**config.mk**
```make
export PLATFORM = sky130hd
export DESIGN_NAME = pc_gen
export DESIGN_NICKNAME = d
export VERILOG_FILES = /design/src/rtl/npc_pkg.sv /design/src/rtl/npc_target.sv /design/src/rtl/pc_gen.sv
export SDC_FILE = /design/constraint.sdc
export NUM_CORES = 1
export LEC_CHECK = 0
export ABC_AREA = 1
export ABC_CLOCK_PERIOD_IN_PS = 7400
export CAP_MARGIN = 40
export CORE_MARGIN = 2
export CORE_UTILIZATION = 50
export CTS_CLUSTER_DIAMETER = 40
export DETAILED_ROUTE_END_ITERATION = 6
export PLACE_DENSITY = 0.92
export SYNTH_ARGS = -nofsm -noshare
export SYNTH_HDL_FRONTEND = slang
export SYNTH_SLANG_ARGS = --single-unit
```
**constraint.sdc**
```tcl
create_clock -name clk -period 7.4 [get_ports clk]
set_clock_uncertainty 0.05 [all_clocks]
set_input_delay 1.48 -clock clk [delete_from_list [all_inputs] [get_ports clk]]
set_output_delay 1.48 -clock clk [all_outputs]
set_load 0.02 [all_outputs]
```
**src/rtl/npc_pkg.sv**
```systemverilog
// Shared encodings and helpers for the next-PC generator.
package npc_pkg;

  // npc_op_i encodings; all other codes hold the PC.
  localparam logic [2:0] NPC_PC4 = 3'b000;
  localparam logic [2:0] NPC_ADD = 3'b001;
  localparam logic [2:0] NPC_ALU = 3'b010;
  localparam logic [2:0] NPC_RET = 3'b011;

  typedef enum logic [1:0] {
    ST_BOOT = 2'b00,
    ST_RUN  = 2'b01,
    ST_HALT = 2'b10
  } npc_state_e;

  // Low PC bits that must be zero for a legal fetch target.
  function automatic logic [1:0] align_mask(input bit c_ext);
    return c_ext ? 2'b01 : 2'b11;
  endfunction

endpackage

```
**src/rtl/npc_target.sv**
```systemverilog
// Redirect target selection and alignment check (combinational).
module npc_target
  import npc_pkg::*;
#(
  parameter int unsigned XLEN  = 32,
  parameter bit          C_EXT = 1'b0
) (
  input  logic [2:0]      npc_op_i,
  input  logic [XLEN-1:0] ex_pc_i,
  input  logic [XLEN-1:0] imm_i,
  input  logic [XLEN-1:0] aluc_i,
  input  logic [XLEN-1:0] epc_i,
  output logic            redirect_o,
  output logic [XLEN-1:0] target_o,
  output logic            misalign_o
);

  // Decode the redirect source; PC4 and HOLD codes are not redirects.
  always_comb begin
    redirect_o = 1'b0;
    target_o   = '0;
    case (npc_op_i)
      NPC_ADD: begin
        redirect_o = 1'b1;
        target_o   = ex_pc_i + imm_i;
      end
      NPC_ALU: begin
        redirect_o = 1'b1;
        target_o   = {aluc_i[XLEN-1:1], 1'b0};
      end
      NPC_RET: begin
        redirect_o = 1'b1;
        target_o   = epc_i;
      end
      default: ;
    endcase
  end

  assign misalign_o = redirect_o & (|(target_o[1:0] & align_mask(C_EXT)));

endmodule

```
**src/rtl/pc_gen.sv**
```systemverilog
// Fetch PC register with boot/run/halt control, redirect priority and
// misaligned-target reporting.
module pc_gen
  import npc_pkg::*;
#(
  parameter int unsigned     XLEN     = 32,
  parameter logic [XLEN-1:0] RESET_PC = '0,
  parameter bit              C_EXT    = 1'b0
) (
  input  logic            clk,
  input  logic            rst_n,
  input  logic            stall_i,
  input  logic [2:0]      npc_op_i,
  input  logic [XLEN-1:0] ex_pc_i,
  input  logic [XLEN-1:0] imm_i,
  input  logic [XLEN-1:0] aluc_i,
  input  logic [XLEN-1:0] epc_i,
  input  logic            trap_i,
  input  logic [XLEN-1:0] trap_vec_i,
  input  logic            halt_i,
  input  logic            resume_i,
  input  logic            wb_pc_sel_i,
  input  logic            insn_len2_i,
  output logic [XLEN-1:0] pc_o,
  output logic            fetch_valid_o,
  output logic            halted_o,
  output logic [XLEN-1:0] wb_pc_o,
  output logic            misalign_o,
  output logic [XLEN-1:0] misalign_addr_o
);

  npc_state_e      state_q, state_d;
  logic [XLEN-1:0] pc_q, pc_d;
  logic            mis_q, mis_d;
  logic [XLEN-1:0] mis_addr_q, mis_addr_d;

  logic            redirect;
  logic [XLEN-1:0] target;
  logic            target_mis;

  npc_target #(
    .XLEN  (XLEN),
    .C_EXT (C_EXT)
  ) u_target (
    .npc_op_i   (npc_op_i),
    .ex_pc_i    (ex_pc_i),
    .imm_i      (imm_i),
    .aluc_i     (aluc_i),
    .epc_i      (epc_i),
    .redirect_o (redirect),
    .target_o   (target),
    .misalign_o (target_mis)
  );

  // Next state, next PC and misalign capture; trap > halt > redirect > PC4.
  always_comb begin
    state_d    = state_q;
    pc_d       = pc_q;
    mis_d      = 1'b0;
    mis_addr_d = mis_addr_q;
    unique case (state_q)
      ST_BOOT: state_d = ST_RUN;
      ST_RUN: begin
        if (trap_i) begin
          pc_d = trap_vec_i;
        end else if (halt_i) begin
          state_d = ST_HALT;
        end else if (redirect) begin
          // Redirects ignore stall; a bad target leaves the PC for the trap.
          if (target_mis) begin
            mis_d      = 1'b1;
            mis_addr_d = target;
          end else begin
            pc_d = target;
          end
        end else if (npc_op_i == NPC_PC4 && !stall_i) begin
          pc_d = pc_q + XLEN'(4);
        end
      end
      ST_HALT: begin
        if (trap_i) begin
          pc_d    = trap_vec_i;
          state_d = ST_RUN;
        end else if (resume_i) begin
          state_d = ST_RUN;
        end
      end
      default: state_d = ST_BOOT;
    endcase
  end

  // State and PC registers.
  always_ff @(posedge clk or negedge rst_n) begin
    if (!rst_n) begin
      state_q    <= ST_BOOT;
      pc_q       <= RESET_PC;
      mis_q      <= 1'b0;
      mis_addr_q <= '0;
    end else begin
      state_q    <= state_d;
      pc_q       <= pc_d;
      mis_q      <= mis_d;
      mis_addr_q <= mis_addr_d;
    end
  end

  // Link/writeback PC, independent of FSM state.
  always_comb begin
    if (wb_pc_sel_i) begin
      wb_pc_o = ex_pc_i + imm_i;
    end else begin
      wb_pc_o = ex_pc_i + ((C_EXT && insn_len2_i) ? XLEN'(2) : XLEN'(4));
    end
  end

  assign pc_o            = pc_q;
  assign fetch_valid_o   = (state_q == ST_RUN);
  assign halted_o        = (state_q == ST_HALT);
  assign misalign_o      = mis_q;
  assign misalign_addr_o = mis_addr_q;

endmodule

```
==> flow_summary.yaml, run 1 <==
run_status:
  status: "complete, but fails checks"
  violations: "DRC"
cts:
  path_clk_slew_ns: 0.05
  cts_root_buffer: "clkbuf_16"
  post_cts_buffers: 0
  cts_resized: 0
  cts-buffers-inserted: 9
  cts_tree: "built"
  cts.sinks: 67
  holdBufCountCts: 0
  clk_latency_ns: 0.34
  h-tree-depth: 3
  clk_path_buf_depth: 2
grt:
  antenna_found_initial: 0
  grt_overflow: 0
  track_usage: 0.373
  grt_max_degree: 68
  grt_pass1_vias: 9132
  grt_pass1_wl_um: 47300
critical_path:
  cp_num_buf_inv: 5
  crit_slowest_cell: "clkdlybuf4s50_1"
  end_kind: "primary output"
  path_max_fanout: 4
  critPathTopFamily: "buffers and inverters"
  arrival_ns: 4.44
  critPathLaunchType: "input port"
  cpMostUsedCell: "nand2_1"
  critPathKind: "in2out"
  cp_cell_sequence: "clkdlybuf4s50_1, ha_1, inv_1, fa_1, inv_1, nand2_1, nand3_1, nand2_1, nand2_1, nand2_1, o21bai_1, inv_1, nand2_1, nand3_1, o21ai_0, clkdlybuf4s50_1"
  worstPathRequired_ns: 5.87
  slowest_delay_ns: 0.66
flow_run:
  max_cap_violations: 0
drt:
  vias_per_cell: 5.82
  dr.pass1.iters: 7
  wire_per_inst_um: 18.3
  drc: 2
  routed_wl_um: 29900
  ant_nets: 0
  via_count: 9514
  drt_iter0_markers: 953
final_layout:
  syn2layout_area_growth_pct: 41.3
  drive_gt1_frac: 0.0359
  nets: 1654
  diodes: 0
placement:
  dp_hpwl_um: 23800
  place.port_buffers: 267
  gp_congestion: 1.02
synthesis:
  synth_seq_cells: 67
  ys_top_cells_by_area: "dfrtp_1, nand2_1, nor2_1, inv_1, nand3_1"
  synth_top_cell_area_share: 0.227
  yosysMostFrequentCell: "nand2_1"
  synth_top_area_cell: "dfrtp_1"
  synth_seq_area_share: 0.227
  synth-edff-count: 0
  syn_area_um2: 7380
  syn_avg_cell_area_um2: 6.18
  synthDistinctLibCells: 50
  synthTopCellsByCount: "nand2_1, nor2_1, inv_1"
  synth-main-ff-cell: "dfrtp_1"
  ys_warn_count: 0
  syn_nets: 1403
  synth_cells: 1195
  async_flop_share: 1.00
floorplanning:
  placeableCoreArea_um2: 14500
  chipWidth_um: 126
  die_y_um: 126
  fp-row-count: 44
  io_pins: 270
  die_area_um2: 15800
  start_util: 0.510
timing:
  max_freq_ghz: 0.168
  period_share: 0.807
  final.setup.tns_ns: 0
  worst_slew_pin_slew_ns: 0.859
  relSlewSlack: 0.427
  hold_viol_final: 0
  period_needed_ns: 5.97
  rsz0062_at_grt: "false"
  finalSetupViolCount: 0
  final_max_slew_viol_count: 0
power_and_ir_drop:
  ir_drop_uv: 159
  p_per_area_nw_per_um2: 282
  power_mw: 2.94
  p_leak_nw: 4.74
min_path:
  hold_path.class: "reg2reg"
metrics by stage:
step	instances	worst slack [ns]	hold slack, ns	cell area (um2)	util
after floorplan	1195	2.79	0.428	7380	-
after global placement	1619	1.51	0.408	10200	0.703
after detailed placement	1619	1.49	0.412	10200	0.703
after CTS	1634	1.47	0.426	10400	0.721
after global routing	1634	1.21	0.462	10400	0.721
final	1634	1.43	0.427	10400	0.721
flip-flops by register name, summed over array words and instances, names as in the netlist:
register	cells
state_q	2
misalign_o	1
pc_o	32
misalign_addr_o	32
layout make-up:
| type | instances | area [um2] |
|---|---|---|
| timing repair buffer | 273 | 2710 |
| fill | 1208 | 4040 |
| clock inverter | 3 | 15.0 |
| clock buffer | 12 | 246 |
| sequential | 67 | 1680 |
| tap | 184 | 230 |
| inverter | 129 | 484 |
| multi-input combinational | 966 | 5070 |
worst paths after layout:
check | start | slack (ns) | cells after the start | endpoint
setup / recovery | ex_pc_i[0] | 1.43 | 16 | wb_pc_o[16]
hold / removal | misalign_addr_o[2]$_DFFE_PN0P_ | 0.43 | 2 | misalign_addr_o[2]$_DFFE_PN0P_
setup reg to reg | state_q[0]$_DFFE_PN0P_ | 4.56 | 10 | pc_o[6]$_DFFE_PN0P_
hold reg to reg | misalign_addr_o[2]$_DFFE_PN0P_ | 0.43 | 2 | misalign_addr_o[2]$_DFFE_PN0P_
max in group asynchronous | rst_n | 5.45 | 2 | misalign_addr_o[22]$_DFFE_PN0P_
min in group asynchronous | rst_n | 1.28 | 2 | state_q[0]$_DFFE_PN0P_
metal layers:
metal	vias to the layer above	global-route usage	share of wire
met5	-	0	0
li1	4493	-	-
met2	608	0.624	0.46
met3	84	0.0672	0.095
met4	0	0.144	0.039
met1	4329	0.481	0.40
worst reg2reg max path: cells and delay by family (launching register included):
kind	cells	cell delay [ns]
flip-flops	1	0.35
AO/OA/AOI/OAI	3	0.52
adder cells (fa/ha/maj)	1	0.26
buffers and inverters	3	0.92
AND/OR/NAND/NOR	3	0.63
cells by family after synthesis:
logic type,after synthesis,synth area share
AOI/OAI and AO/OA,222,0.177
xor gates and xnor gates,50,0.0593
adders and majority gates,37,0.0637
buffers and inverters,162,0.0861
DFF,67,0.227
muxes,2,0.00305
and+or+nand+nor,655,0.384
where the power goes:
| group | switching (mW) | leakage, nW | internal, mW | total, mW |
|---|---|---|---|---|
| clock network | 0.154 | 0.132 | 0.232 | 0.386 |
| logic | 1.05 | 3.80 | 0.753 | 1.80 |
| registers | 0.196 | 0.811 | 0.554 | 0.751 |
cell usage in the layout (no fill, tap or decap), types with 4 or more instances in the layout:
master	instances
a21oi_1	68
a22oi_1	30
a31oi_1	31
buf_4	6
clkbuf_16	9
clkdlybuf4s50_1	266
dfrtp_1	67
ha_1	36
inv_1	123
inv_2	6
nand2_1	341
nand3_1	92
nand3b_1	4
nand4_1	18
nor2_1	143
nor2_2	6
nor3_1	21
nor4_1	9
o21ai_0	57
o21ai_1	7
o21bai_1	9
xnor2_1	12
xor2_1	38
(Power assumes the default switching activity.)
==> run 2: changes to the inputs <==
Settings changed: ABC_CLOCK_PERIOD_IN_PS 7400 to 5750, CORE_UTILIZATION 50 to 46, PLACE_DENSITY 0.92 to 0.86.
Clock period 7.4 ns to 5.75 ns, I/O delays scaled along.
==> run 2 against run 1 <==
Compared with the run above:
- non-clock buffer count is 2 higher
- first-iteration DRC count is 0.73% higher
- count of clock-buffer cells in the layout is 3 lower
- die area is 8.4% higher
- clock power is 57% higher
- worst setup slack worse by 1.0 ns
- sequential share of layout area is 0.21 points lower
- total power is 31% higher
- the flow now finishes without violations
- wire length is 4.2% lower
==> flow_summary.yaml, run 2 (synthesized netlist as in run 1, its figures left out) <==
run_status:
  status: "completed"
final_layout:
  fillCellCount: 1465
  drive_gt1_frac: 0.0392
  final_common_cell: "nand2_1"
  layout_common_cells: "nand2_1, clkdlybuf4s50_1, nor2_1"
  diodes: 0
  stdcell_area_um2: 10600
  layout.cells.non_filler: 1669
  nets: 1656
  syn2layout_area_growth_pct: 43.2
min_path:
  whs_endpoint: "misalign_addr_o[2]$_DFFE_PN0P_"
  hold_start: "misalign_addr_o[2]$_DFFE_PN0P_"
  hold_depth: 2
  hold_path.class: "reg2reg"
drt:
  wire_per_inst_um: 17.2
  dr.pass1.iters: 7
  vias_per_cell: 5.53
  ant_nets: 0
  drc: 0
  drt_iter0_markers: 960
  via_count: 9236
  routed_wl_um: 28600
floorplanning:
  die_y_um: 131
  placeableCoreArea_um2: 15800
  die_area_um2: 17100
  io_pins: 270
  start_util: 0.468
  chipWidth_um: 131
  fp-row-count: 46
timing:
  rsz0062_at_grt: "false"
  max_freq_ghz: 0.188
  period_needed_ns: 5.32
  worst_slew_pin_slew_ns: 0.773
  period_share: 0.924
  worst_slack_ns: 0.434
  final_max_slew_viol_count: 0
  relSlewSlack: 0.484
  hold_viol_final: 0
  finalSetupViolCount: 0
  final.setup.tns_ns: 0
placement:
  dpl_cell_area_um2: 10300
  dp_cells: 1653
  place.port_buffers: 267
  pre_cts_ws_ns: 0.511
  dp_hpwl_um: 23200
  gp_congestion: 0.990
cts:
  h-tree-depth: 3
  holdBufCountCts: 0
  clk_path_buf_depth: 2
  cts_root_buffer: "clkbuf_16"
  cts.sinks: 67
  cts_tree: "built"
  path_clk_slew_ns: 0.06
  cts_resized: 0
  cts-buffers-inserted: 9
  post_cts_buffers: 0
  clk_latency_ns: 0.34
critical_path:
  path_max_fanout: 5
  critPathLaunchType: "input port"
  timing.rr.start: "state_q[0]$_DFFE_PN0P_"
  critPathKind: "in2out"
  end_kind: "primary output"
  reg2reg_depth: 10
  setup.reg_to_reg.worst_slack_ns: 2.91
  worstPathRequired_ns: 4.55
  crit_start: "ex_pc_i[10]"
  arrival_ns: 4.12
  r2r-end: "pc_o[6]$_DFFE_PN0P_"
power_and_ir_drop:
  power_mw: 3.85
  p_leak_nw: 4.78
  ir_drop_uv: 195
  p_per_area_nw_per_um2: 364
flow_run:
  max_cap_violations: 0
grt:
  grt_pass1_wl_um: 44000
  grt_max_degree: 59
  grt_overflow: 0
  track_usage: 0.332
  grt_pass1_vias: 8579
  antenna_found_initial: 0
-- run 2: changes by cell type in the layout (fill, tap and decap cells not counted), sizes merged --
cell	before	now
clkbuf	12	9
clkinv	3	2
buf	7	9
clkinvlp	0	2
bufinv	0	2
inv	129	130
-- run 2: critical path, stage by stage --
cell             delay, ns
clkdlybuf4s50_1       0.55
ha_1                  0.46
nand2_1               0.14
nor2_1                0.15
inv_1                 0.11
nor3_1                0.14
nand2_1               0.07
nand2_1               0.16
xor2_1                0.27
nor2_1                0.08
a31oi_1               0.20
clkdlybuf4s50_1       0.63
-- run 2: worst max path at each step --
stage | slack, ns | cells past startpoint | end
2_1_floorplan | 1.80 | 14 | wb_pc_o[16]
3_3_place_gp | 0.51 | 16 | wb_pc_o[16]
3_5_place_dp | 0.51 | 16 | wb_pc_o[16]
4_1_cts | 0.49 | 16 | wb_pc_o[16]
5_1_grt | 0.21 | 16 | wb_pc_o[16]
6_report | 0.43 | 12 | wb_pc_o[13]
-- run 2: stage by stage --
stage / utilization / hold WS, ns
floorplan: - / 0.428
global placement: 0.648 / 0.415
detailed placement: 0.650 / 0.431
CTS: 0.671 / 0.452
global route: 0.671 / 0.463
finish: 0.671 / 0.445
-- run 2: where the power goes --
group | total, mW | internal (mW) | switching [mW]
Combinational | 2.29 | 0.970 | 1.32
Sequential | 0.956 | 0.713 | 0.243
Clock | 0.605 | 0.382 | 0.223
-- run 2: routing by layer --
metal	wire, um	global-route usage	up-vias
met3	2290	0.0277	54
met1	12500	0.455	4212
met5	0	0	-
met4	805	0.120	0
li1	-	-	4506
met2	13100	0.552	464
-- run 2: layout make-up --
type	instances	area, um2	area share
multi-input cells	966	5070	0.480
repair buffers	275	2750	0.260
flip-flops and latches	67	1680	0.159
inverters	129	484	0.0458
well taps	216	270	0.0256
clock buffers	9	225	0.0213
clock inverters	7	101	0.00958
